## src/rtl/iir_stage_sched.sv

```systemverilog
// iir_stage_sched
//   Time-shares one first-order difference-equation datapath across NST
//   cascaded filter stages, once per incoming audio sample. The block owns
//   each stage's x[n-1] / y[n-1] history and presents one stage at a time
//   to the datapath. After LAT settle cycles it captures the result and
//   chains that result into the next stage. The last stage's result goes
//   to sample_out.
//
//   This block does no arithmetic. Every N-bit word passes through
//   unmodified. Offset handling and saturation belong to the datapath.
//
// Ports
//   clk, reset_n       system clock, asynchronous active-low reset
//   sample_valid       one-cycle strobe, sample_in holds a new x[n]
//   sample_in [N]      input sample, offset-binary
//   f_stage [NST*16]   per-stage cutoff, stage k in bits [16k+15:16k]
//   flush              clear all history to mid-scale (IDLE only)
//   clr_overrun        clear the sticky overrun flag
//   dp_x0/x1/y [N]     datapath operands: x[n], x[n-1], y[n-1]
//   dp_f [16]          datapath cutoff for the current stage
//   dp_type            datapath filter type (0 LPF, 1 HPF)
//   dp_out [N]         datapath result y[n]
//   sample_out [N]     final-stage output, held until the next result
//   out_valid          one-cycle pulse when sample_out updates
//   busy               a sample is in flight
//   overrun            sticky, a sample arrived while busy
module iir_stage_sched #(
    parameter int              N         = 10,
    parameter int              NST       = 2,
    parameter int              LAT       = 1,
    parameter logic [NST-1:0]  TYPE_MASK = 2'b10
) (
    input  logic               clk,
    input  logic               reset_n,
    input  logic               sample_valid,
    input  logic [N-1:0]       sample_in,
    input  logic [NST*16-1:0]  f_stage,
    input  logic               flush,
    input  logic               clr_overrun,
    output logic [N-1:0]       dp_x0,
    output logic [N-1:0]       dp_x1,
    output logic [N-1:0]       dp_y,
    output logic [15:0]        dp_f,
    output logic               dp_type,
    input  logic [N-1:0]       dp_out,
    output logic [N-1:0]       sample_out,
    output logic               out_valid,
    output logic               busy,
    output logic               overrun
);

    localparam int KW = (NST > 1) ? $clog2(NST) : 1;
    localparam int CW = (LAT > 1) ? $clog2(LAT) : 1;

    localparam logic [N-1:0]  MID      = {1'b1, {(N-1){1'b0}}};
    localparam logic [KW-1:0] K_LAST   = KW'(NST - 1);
    localparam logic [CW-1:0] CNT_LAST = CW'(LAT - 1);

    localparam logic [1:0] S_IDLE  = 2'd0;
    localparam logic [1:0] S_ISSUE = 2'd1;
    localparam logic [1:0] S_CAPT  = 2'd2;
    localparam logic [1:0] S_DONE  = 2'd3;

    logic [1:0]    state;
    logic [KW-1:0] k;
    logic [CW-1:0] cnt;
    logic [N-1:0]  cur_x;
    logic [N-1:0]  xhist [NST];
    logic [N-1:0]  yhist [NST];
    logic [15:0]   f_arr [NST];

    // A new sample is taken from IDLE, or from DONE so that samples can run
    // back to back.
    logic accept;
    assign accept = sample_valid && (state == S_IDLE || state == S_DONE);

    // NOTE: every output of an always_comb must be assigned on every path.
    // Here the loop covers each element, so no latch is inferred.
    always_comb begin
        for (int i = 0; i < NST; i++) begin
            f_arr[i] = f_stage[16*i +: 16];
        end
    end

    // The datapath operands always reflect stage k. They only matter during
    // ISSUE. During CAPT they are held, so dp_out stays valid at the capture
    // edge.
    assign dp_x0   = cur_x;
    assign dp_x1   = xhist[k];
    assign dp_y    = yhist[k];
    assign dp_f    = f_arr[k];
    assign dp_type = TYPE_MASK[k];

    assign busy      = (state == S_ISSUE) || (state == S_CAPT);
    assign out_valid = (state == S_DONE);

    // NOTE: sequential state uses non-blocking assignments only. All
    // registers therefore update together from pre-edge values.
    always_ff @(posedge clk or negedge reset_n) begin
        if (!reset_n) begin
            state      <= S_IDLE;
            k          <= '0;
            cnt        <= '0;
            cur_x      <= MID;
            sample_out <= MID;
            // NOTE: the history arrays are reset explicitly. Mid-scale is
            // audio silence, so the first sample after reset filters against
            // a silent past rather than against power-up garbage.
            for (int i = 0; i < NST; i++) begin
                xhist[i] <= MID;
                yhist[i] <= MID;
            end
        end else begin
            case (state)
                S_IDLE, S_DONE: begin
                    // Flush is only honoured in IDLE. When it coincides with
                    // a new sample, that sample runs against the cleared
                    // history. The history is not read until ISSUE.
                    if (state == S_IDLE && flush) begin
                        for (int i = 0; i < NST; i++) begin
                            xhist[i] <= MID;
                            yhist[i] <= MID;
                        end
                    end
                    if (accept) begin
                        cur_x <= sample_in;
                        k     <= '0;
                        cnt   <= '0;
                        state <= S_ISSUE;
                    end else begin
                        state <= S_IDLE;
                    end
                end

                S_ISSUE: begin
                    cnt <= cnt + CW'(1);
                    if (cnt == CNT_LAST) begin
                        state <= S_CAPT;
                    end
                end

                S_CAPT: begin
                    xhist[k] <= cur_x;
                    yhist[k] <= dp_out;
                    // This stage's y[n] becomes the next stage's x[n].
                    cur_x    <= dp_out;
                    if (k == K_LAST) begin
                        sample_out <= dp_out;
                        state      <= S_DONE;
                    end else begin
                        k     <= k + KW'(1);
                        cnt   <= '0;
                        state <= S_ISSUE;
                    end
                end

                default: state <= S_IDLE;
            endcase
        end
    end

    // Overrun flag. A sample dropped because it arrived mid-computation sets
    // the flag, and this takes priority over a clear in the same cycle.
    always_ff @(posedge clk or negedge reset_n) begin
        if (!reset_n) begin
            overrun <= 1'b0;
        end else if (sample_valid && busy) begin
            overrun <= 1'b1;
        end else if (clr_overrun) begin
            overrun <= 1'b0;
        end
    end

endmodule

```

## config.mk

```make
export PLATFORM = sky130hd
export DESIGN_NAME = iir_stage_sched
export DESIGN_NICKNAME = d
export VERILOG_FILES = /design/src/rtl/iir_stage_sched.sv
export SDC_FILE = /design/constraint.sdc
export NUM_CORES = 1
export LEC_CHECK = 0
export ABC_AREA = 0
export CORE_ASPECT_RATIO = 1.4
export CORE_UTILIZATION = 49
export DETAILED_ROUTE_END_ITERATION = 10
export PLACE_DENSITY = 0.95
export SETUP_SLACK_MARGIN = 0.02
export SLEW_MARGIN = 30
export SYNTH_ARGS = -nofsm -noshare
export SYNTH_HDL_FRONTEND = slang
export SYNTH_SLANG_ARGS = --single-unit
export TNS_END_PERCENT = 30
```

## constraint.sdc

```tcl
create_clock -name clk -period 5.18 [get_ports clk]
set_input_delay 0.518 -clock clk [delete_from_list [all_inputs] [get_ports clk]]
set_output_delay 0.518 -clock clk [all_outputs]
set_load 0.005 [all_outputs]
```

After elaboration in Yosys (flattened, before gate mapping)
Index checks and enable logic that the tools add are counted.

word-level totals
  input bits = 57
  RAM bits = 0
  memories = 0
  output and inout port bits = 60
  register bits = 65
  ROM bits = 0
  bits in latches = 0
  logic and storage cells = 68

cells by class
  equality and inequality tests = 7
  $add $sub $neg = 2
  multipliers = 0
  multiplexer cells = 31
  magnitude comparators = 3
  bitwise gates (word level) = 1
  reductions and logical operators = 14
  shift-type cells = 0
  div/mod/pow operators = 0

operators with widths
  kind                                                         count
  two-way mux 10 bit                                           8
  one-hot mux 20 bit (2 select lines)                          2
  two-way mux 16 bit                                           3
  bitwise mux 20 bit                                           2
  two-way mux 20 bit                                           1
  one-hot mux 10 bit (2 select lines)                          1
  demux 10 bit (select 1 bit)                                  1
  two-way mux 1 bit                                            8
  != test 2 bit (second input constant)                        4
  AND reduction 2 bit                                          4
  one-hot mux 2 bit (3 select lines)                           1
  equality test 2 bit (second input constant)                  2
  logical AND 1 bit                                            4
  two-way mux 2 bit                                            2
  nonzero test 2 bit                                           2
  one-hot mux 1 bit (3 select lines)                           1
  adder 1 bit (second input constant)                          2
  equality test 2 x 1 -> 1 bit (second input constant)         1
  greater-or-equal comparator 2 bit (second input constant)    1
  zero test 2 bit                                              1
  logical OR 1 bit                                             2
  less-than comparator 1 x 2 -> 1 bit (second input constant)  1
  less-than comparator 2 x 1 -> 1 bit (second input constant)  1
  NOT 1 -> 2 bit                                               1
  2 further kinds                                              2

Logic depth before layout (Yosys ltp)
  depth after elaboration = 7
  gate-level depth with buffers = 7
  depth with buffers taken out = 5

Worst setup path after synthesis
No wires, ideal clock.

  path kind = flip-flop to flip-flop
  start point = register state[0]
  end point = register xhist[5] (netlist name)
  data required time = 5.055 ns
  path slack = 3.196 ns
  cell stages (with the launch flop) = 8
  clock period less this slack = 1.984 ns
  setup time = 0.125 ns
  arrival = 1.859 ns
  path buffers = 2
  path through = dfrtp_1 > inv_1 > ha_1 > buf_6 > nand3b_4 > a21oi_4 > buf_12 > mux2_4

on the way
  word-level cells in the longest chain between the ends = 4
  elaborated cells between the ends (all ways) = 9
  classes of those cells = eq/ne: 3; mux: 1; reduce/logical: 5

ends and longest elaborated chain
  item                                                                         RTL line  text
  start: declaration                                                           64        logic [1:0] state;
  start signal: assignment                                                     101       state <= S_IDLE;
  start signal: assignment                                                     129       state <= S_ISSUE;
  start signal: assignment                                                     131       state <= S_IDLE;
  equality test 2 bit / zero test 2 bit (equally long branches)                114, 119
  OR reduction 2 bit / logical AND 1 bit (equally long branches)               114, 119
  != test 2 bit (no source line) / nonzero test 2 bit (equally long branches)  n/a
  AND reduction 2 bit (no source line)                                         n/a
  end signal: indexed assignment                                               143       xhist[k] <= cur_x;
  end: declaration                                                             68        logic [N-1:0] xhist [NST];

Several ways; a longest one is shown, not always the timed one.
A chain may end at the register's enable or synchronous reset.

Worst setup path in the final report
  start point = register k
  end point = output dp_f[7]

on the way
  word-level cells in the longest chain between the ends = 4

ends and longest elaborated chain
  item                                                   RTL line  text
  start: declaration                                     65        logic [KW-1:0] k;
  start signal: assignment                               151       k <= k + KW'(1);
  NOT 1 -> 2 bit (implied by the code)                   91        assign dp_f = f_arr[k];
  two-way mux 16 bit (implied by the code) (3 in a row)  91
  end: declaration                                       43        output logic [15:0] dp_f,

Every way passes these cells. The select of a mux whose other input is x is not followed.

==> flow_summary.toml <==
[synth]
async_reset_ff_share_pct = 100
netlist_area_um2 = 3380
synthMuxAreaShare_pct = 25.6
yosysSeqAreaShare_pct = 48.4
synthSimpleGateAreaFrac_pct = 11.4
syn_nets = 373
synth_area_per_cell_um2 = 10.9
synth_top_family_by_area = "multiplexers"
synth_compound_area_share_pct = 6.74
synth-edff-count = 0
ys_ff_latch = 65
yosysWarningCount = 0
postSynthCellCount = 311
synth-adder-area-share_pct = 1.85
ys_types = 28
synth_top_flop_cell = "dfrtp_1"
synthXorXnorAreaFrac_pct = 0

[finish]
instances_no_fill = 520
design_area_um2 = 4750
area_delta_synth_final_pct = 40.5
final_nets = 485
diodes = 0
drive_gt1_share_pct = 17.8

[sta]
setup_tns_ps = 0
fin_crit_sh_pct = 51.4
clock-skew-final_ps = 10.8
fin_crit_ps = 2660
max_freq_ghz = 0.375
hold_viol = 0
rsz0062_at_grt = "false"
hold-worst-slack_ps = 340
final-setup-viol-count = 0
slew_headroom_pct = 43.9
finalMaxSlewViolations = 0
tightest_slew_ps = 839

[drt]
met3_length_um = 469
wl_mm = 8.72
avgViaCountPerCell = 5.23
wl_per_cell_um = 16.8
postRouteAntennaNets = 0
routed.top_layer = "met4"
wl_met1_mm = 3.28
drt_first_pass_iters = 4
vias = 2718
wl_met2_mm = 4.66
drtIter0Drc = 228
drc_errors = 0

[power]
power_mw = 2.37
p_leak_nw = 2.03
max-vdd-ir-drop_mv = 0.407
power_density_nw_per_um2 = 498

[clock_network]
htreeDepth = 3
cts-hold-fix-buffers = 0
cts_buffer_depth = 2
root_buffer = "clkbuf_8"
worstSkewPairLatency_ps = 340
cts_tree = "yes"
cts_buffers = 9
clk_pin_slew_ps = 70
cts.sinks = 65
postCtsSetupRepairBufs = 0
post_cts_resized = 0

[outcome]
outcome = "finished, final reports clean"

[global_routing]
grt_pass1_vias = 2860
antenna_found_initial = 0
grt_pass1_wl_mm = 13.9
grt_max_degree = 80
grt_overflow = 0
track_usage_pct = 25.5

[floorplanning]
floorplan.rows = 35
core_area_um2 = 6610
io_pins = 117
die_w_um = 72.2
die_h_um = 100
start_util_pct = 51.1
dieArea_um2 = 7240

[worst_setup_path]
endpoint_kind = "primary output"
crit_chain = "mux2_2 > clkdlybuf4s50_1"
r2r_setup_slack_ps = 2720
critPathMaxFanout = 79
crit_buf_inv = 1
slowest_stage = "dfrtp_4"
setup.worst_path.class = "reg -> out"
cp.arrival_ps = 2150
startpoint_type = "flop"
critPathTopFamily = "flip-flops"
required_ps = 4660
cpPeakStageDelay_ps = 900

[run]
max_cap_viol_count = 0

[placement]
dp_hpwl_mm = 6.07
numPortBuffers = 116
place.gp.congestion = 0.828
place_area_um2 = 4580
dpl.cell_count = 504

[min_path]
hp-class = "in -> async"
-- per-stage QoR --
stage          utilization (%)  worst slack (ps)
2_1_floorplan                -              3200
3_3_place_gp              69.2              2480
3_5_place_dp              69.2              2770
4_1_cts                   71.8              2510
5_1_grt                   71.8              2410
6_report                  71.8              2520
-- where the power goes --
group / switching, mW / internal (mW)
combinational: 0.499 / 0.646
sequential: 0.168 / 0.678
clock: 0.175 / 0.200
-- layout by cell type (no fill, tap or decap), drive strengths merged --
master and instances:
clkdlybuf4s50 115, dfrtp 59, nand2 51, mux2 48, o21ai 31, mux2i 29
inv 23, and3 17, clkbuf 15, dfstp 6, buf 6, ha 5
nand2b 4, a21oi 3, nor2b 2, and2 2, nor2 2, o2bb2ai 2
a211oi 2, nand3b 1, nand3 1, o22ai 1, nor3 1, a21boi 1
clkinv 1
-- worst register-to-register path, delay by kind of cell, from the launching register on --
| kind | cells | cell delay (ps) |
|---|---|---|
| AND/OR/NAND/NOR | 1 | 210 |
| multiplexers | 1 | 420 |
| adder cells (fa/ha/maj) | 1 | 480 |
| buffers and inverters | 1 | 100 |
| AO/OA/AOI/OAI | 1 | 720 |
| flip-flops | 1 | 400 |
-- sequential cells by signal, indices dropped and copies added, names as in the netlist --
name / flops
cnt: 1
dp_x0: 10
k: 1
overrun: 1
sample_out: 10
state: 2
xhist: 20
yhist: 20
-- final cells by class --
| type | count | area (µm²) |
|---|---|---|
| Fill cell | 468 | 1860 |
| Sequential cell | 65 | 1640 |
| Clock inverter | 1 | 5.00 |
| Tap cell | 92 | 115 |
| Clock buffer | 15 | 166 |
| Inverter | 23 | 86.3 |
| Multi-Input combinational cell | 203 | 1540 |
| Timing Repair Buffer | 121 | 1190 |
-- cells by family after synthesis --
logic type,count (synthesis)
AND/OR/NAND/NOR,81
multiplexers,77
flip-flops,65
buffers and inverters,43
AO/OA/AOI/OAI,40
adder cells (fa/ha/maj),5
-- per-layer routing --
layer	vias up	track usage [%]
met5	-	0
met4	0	14.0
met3	27	5.72
met2	105	42.2
met1	1312	30.4
li1	1274	-
-- Yosys cell counts, drive strengths merged, types with 2 or more instances --
| cell type | instances | area share (%) |
|---|---|---|
| a211oi | 2 | 0.44 |
| nand2b | 4 | 0.74 |
| nand2 | 51 | 5.7 |
| and2 | 2 | 0.37 |
| buf | 12 | 2.6 |
| nor2b | 2 | 0.37 |
| o21ai | 31 | 4.6 |
| mux2i | 29 | 8.6 |
| dfrtp | 59 | 44 |
| a21oi | 3 | 0.78 |
| inv | 23 | 2.6 |
| ha | 5 | 1.9 |
| mux2 | 48 | 17 |
| clkbuf | 8 | 0.89 |
| and3 | 17 | 3.1 |
| nor2 | 2 | 0.22 |
| dfstp | 6 | 4.7 |
| o2bb2ai | 2 | 0.52 |
-- worst paths after layout --
kind                            startpoint  cells after the start        to
worst max-delay path                     k                      2   dp_f[7]
worst min-delay path               reset_n                      2  yhist[3]
worst max register to register    state[0]                      5  yhist[7]
worst min register to register    dp_x0[9]                      2  dp_x0[9]
max in group asynchronous          reset_n                      2         k
min in group clk                  dp_x0[9]                      2  dp_x0[9]
Power figures use the tool's default switching activity.
